File: src/rtl/fifo_rd_stream.sv
// fifo_rd_stream: drains a synchronous FIFO into a valid/ready stream.
// Optional delivered-word counter enabled by defining FIFO_RD_STAT_EN.
module fifo_rd_stream #(
    parameter int D_WIDTH = 8
) (
    input  logic               clk,
    input  logic               rst_n,
    input  logic               en,
    input  logic               empty,
    input  logic [D_WIDTH-1:0] data_out,
    input  logic               pop_err_on_empty,
    output logic               pop,
    output logic               out_valid,
    output logic [D_WIDTH-1:0] out_data,
    input  logic               out_ready,
    output logic               err,
    output logic [15:0]        out_cnt
);

    logic [1:0]         occ;
    logic [1:0]         occ_nx;
    logic               pop_q;
    logic [1:0]         rd_ptr;
    logic [1:0]         wr_ptr;
    logic [2:0]         fill;
    logic               deq;
    logic [D_WIDTH-1:0] mem [3];

    function automatic logic [1:0] ptr_inc(input logic [1:0] p);
        return (p == 2'd2) ? 2'd0 : p + 2'd1;
    endfunction

    // Words already buffered plus the one in flight from the FIFO.
    always_comb begin
        fill = {1'b0, occ} + {2'b00, pop_q};
    end

    // Pop only when a free slot is guaranteed for the returning word.
    always_comb begin
        pop = rst_n & en & ~empty & (fill < 3'd3);
    end

    // Stream side is presented straight from the head register.
    always_comb begin
        out_valid = (occ != 2'd0);
        deq       = out_valid & out_ready;
        out_data  = mem[0];
        unique case (rd_ptr)
            2'd1:    out_data = mem[1];
            2'd2:    out_data = mem[2];
            default: out_data = mem[0];
        endcase
    end

    // Occupancy follows enqueue (in-flight word lands) and dequeue.
    always_comb begin
        occ_nx = occ;
        unique case ({pop_q, deq})
            2'b10:   occ_nx = occ + 2'd1;
            2'b01:   occ_nx = occ - 2'd1;
            default: occ_nx = occ;
        endcase
    end

    // Control state: occupancy, in-flight flag and ring pointers.
    always_ff @(posedge clk) begin
        if (!rst_n) begin
            occ    <= 2'd0;
            pop_q  <= 1'b0;
            rd_ptr <= 2'd0;
            wr_ptr <= 2'd0;
        end else begin
            occ   <= occ_nx;
            pop_q <= pop;
            if (pop_q) begin
                wr_ptr <= ptr_inc(wr_ptr);
            end
            if (deq) begin
                rd_ptr <= ptr_inc(rd_ptr);
            end
        end
    end

    // Capture the FIFO read data one cycle after each pop.
    always_ff @(posedge clk) begin
        if (!rst_n) begin
            for (int i = 0; i < 3; i++) begin
                mem[i] <= '0;
            end
        end else if (pop_q) begin
            mem[wr_ptr] <= data_out;
        end
    end

    // Sticky flag for any pop the FIFO reports as illegal.
    always_ff @(posedge clk) begin
        if (!rst_n) begin
            err <= 1'b0;
        end else if (pop_err_on_empty) begin
            err <= 1'b1;
        end
    end

`ifdef FIFO_RD_STAT_EN
    logic [15:0] cnt_q;

    // Count delivered words, wrapping naturally at 16 bits.
    always_ff @(posedge clk) begin
        if (!rst_n) begin
            cnt_q <= 16'h0000;
        end else if (deq) begin
            cnt_q <= cnt_q + 16'h0001;
        end
    end

    assign out_cnt = cnt_q;
`else
    assign out_cnt = 16'h0000;
`endif

endmodule

File: config.mk
export PLATFORM = sky130hd
export DESIGN_NAME = fifo_rd_stream
export DESIGN_NICKNAME = d
export VERILOG_FILES = /design/src/rtl/fifo_rd_stream.sv
export SDC_FILE = /design/constraint.sdc
export NUM_CORES = 1
export LEC_CHECK = 0
export ABC_AREA = 1
export BUFFER_PORTS_ARGS = -buffer_cell sky130_fd_sc_hd__buf_2
export CORE_MARGIN = 2
export CORE_UTILIZATION = 50
export CTS_CLUSTER_SIZE = 12
export DETAILED_ROUTE_END_ITERATION = 7
export PLACE_DENSITY = 0.75
export SLEW_MARGIN = 0
export SYNTH_ARGS = -nofsm -noshare
export SYNTH_HDL_FRONTEND = slang
export SYNTH_SLANG_ARGS = --single-unit
File: constraint.sdc
create_clock -name clk -period 1.7 [get_ports clk]
set_clock_uncertainty 0.05 [all_clocks]
set_input_delay 0.34 -clock clk [delete_from_list [all_inputs] [get_ports clk]]
set_output_delay 0.34 -clock clk [all_outputs]
set_load 0.01 [all_outputs]
==> results.md <==
* Full die area at 3690 sq um
* Clock sinks at 32
* Die X at 60.8 um
* Final setup viols at 9
* Switching Fraction at 0.291
* Worst reg2reg endpoint: occ[1]$_SDFFE_PN0P_
* Lkg Pwr at 0.896 nW
* DP HPWL at 1.97 mm
* Initial Util at 0.527
* Comb pwr share at 0.276
* Global route overflow at 0
* Hold Crit Depth at 2
* Clk root buf: clkbuf_4
* Flops & latches, synth at 32
* DR WL/cell at 12.1 um
* Fmax at 0.540 GHz
* Ant. Diodes at 0
* Synth unique cells at 23
* Vias in the first global route at 1072
* Most frequent cells in the layout: 36 x nor2_1, 24 x edfxtp_1, 22 x buf_2
* Final GP Congestion at 0.757
* Sequential area share after synthesis at 0.547
* Post-layout min period at 1850 ps
* Iteration-0 DRC Markers at 32
* Via Count at 1188
* Number of cell rows at 20
* Clock power frac at 0.224
* Failing checks: negative setup slack
* RSZ-0062 raised after global routing: true
* Place WS at 77.9 ps
* DR DRC count at 0
* Post-DP Area at 1750 sq um
* Critical R2R Launch: occ[0]$_SDFFE_PN0P_
* Remaining antenna violation count at 0
* Share of cells above drive strength 1 at 0.357
* Fin. Hold Viols at 0
* Die Y at 60.8 um
* Design Area, Final at 2040 sq um
* Core Box Area at 3050 sq um
* Avg Cell Area, Syn at 9.47 sq um
* Initial antenna violation count at 0
* H-Tree Level Count at 2
* Int Pwr at 1.28 mW
* Top cell type's share of synthesized area at 0.448
* Synth-to-layout area growth at 26.7%
* Seq pwr share at 0.501
* Ranking of synthesized cells by area: edfxtp_1 45%, dfxtp_1 9.9%, nor2_1 9.6%
* WHS at 161 ps
* 1st-pass router iterations at 4
* MaxCap Viol Count at 0
* WP data arrival at 1460 ps
* Final Worst Setup Slack at -152 ps
* Fin nets at 230
* Critical path class: reg -> out
* Commonest non-fill, non-tap cell in the layout: nor2_1
* Global-route wire length before repair at 4.74 mm
* Hold_buf cts at 0
* Largest net degree at the start of global routing at 11
* Worst-path fanout max at 5
* Cells on worst reg2reg path at 11
* Hold Crit Class: in -> reg
* Max-slew violations at 0
* Worst EP required at 1310 ps
* Outcome: finished, violations left
* Startpoint types: flop
* VDD IR max at 0.440 mV
* Vias per cell at 4.68
* Power Dens Cells at 883 nW/um^2
* Total GRT Usage at 0.182
* Clock input transition at the sequential cells of the worst setup and hold paths at 90 ps
* Longest Clk Path Bufs at 2
* Netlist Area Pre-Place at 1610 sq um
* YS warnings at 0
* Min-delay src: pop_err_on_empty
* Reg-to-reg setup timing slack at 200 ps
* Total wire length at 3.08 mm
* Final worst path period share at 1.09
* CP endpoint kind: output port
* CTS buffer count at 5
* Psw at 0.525 mW
* Port Buffers at 24
* CTS tree: done
* Insertion delay to the later sink of the worst-skew pair at 320 ps
* Io pins at 41
* Worst Hold End: err$_SDFFE_PN0P_
* Cell count after synthesis at 170
* Leading area contributor after synthesis: edfxtp_1
[kinds of logic after synthesis]
group	Yosys count	synth area share
buffers and inverters	40	0.142
DFF	32	0.547
and+or+nand+nor	73	0.193
adders and majority gates	7	0.0544
AOI/OAI and AO/OA	17	0.0606
other	1	0.00233
[layout make-up]
cell class              instances  area, sq um
inverters                      19         81.3
repair buffers                 38          265
fillers                       263         1010
multi-input cells             113          701
clock buffers                   8         48.8
flip-flops and latches         32          888
well taps                      44         55.1
[metal layers]
layer  GRT usage  routed length (um)
met3      0.0576                 156
met5           0                   0
met1       0.207                1240
met4      0.0652                  15
met2       0.323                1670
[flip-flops by register name, summed over array words and instances, names as in the netlist]
register / flops
pop_q: 1
wr_ptr: 2
rd_ptr: 2
err: 1
mem: 24
occ: 2
[power by group through the flow]
stage	Combinational, mW	Clock, mW	Sequential [mW]
after global routing	0.550	0.440	0.906
final	0.496	0.403	0.902
after floorplan	0.256	0	0.910
after detailed placement	0.352	0	0.912
after CTS	0.430	0.412	0.898
after global placement	0.340	0	0.911
[synthesized netlist by cell type, drive strengths merged]
library cell / n
o21a: 1
dfxtp: 8
a21oi: 3
clkinv: 1
buf: 19
clkbuf: 2
inv: 18
nand4: 1
edfxtp: 24
a31oi: 8
conb: 1
o21ai: 5
ha: 7
nand2: 27
nor2: 41
nand3: 4
[what timing repair did]
item | CTS | global route
buffers inserted | 6 | 2
cloned | 0 | 0
endpoints found under the setup margin | 9 | 9
gates resized for setup | 24 | 19
pin swaps | 8 | 4
[worst max-delay path: stages, from the launching register on]
cell and delay (ps):
dfxtp_2 360, inv_4 50, ha_4 300, buf_6 120
nor2_1 40, a31oi_1 120, buf_2 150
[worst max path at each step]
| stage | start | endpoint | slack, ps | depth (start not counted) |
|---|---|---|---|---|
| after floorplan | rd_ptr[0]$_SDFFE_PN0P_ | out_data[0] | 90 | 5 |
| after detailed placement | rd_ptr[1]$_SDFFE_PN0P_ | out_data[1] | 80 | 6 |
| final | rd_ptr[0]$_SDFFE_PN0P_ | out_data[3] | -150 | 6 |
| after global routing | rd_ptr[0]$_SDFFE_PN0P_ | out_data[7] | -240 | 6 |
| after CTS | rd_ptr[1]$_SDFFE_PN0P_ | out_data[0] | -160 | 6 |
| after global placement | rd_ptr[1]$_SDFFE_PN0P_ | out_data[1] | 130 | 6 |
[through the flow]
stage / power (mW) / utilization / TNS, ps / instances
global placement: 1.25 / 0.575 / 0 / 239
floorplan: 1.17 / - / 0 / 185
detailed placement: 1.26 / 0.575 / 0 / 239
CTS: 1.74 / 0.636 / -1340 / 252
finish: 1.80 / 0.668 / -1170 / 254
global route: 1.90 / 0.668 / -1800 / 254
Power figures use the tool's default switching activity.
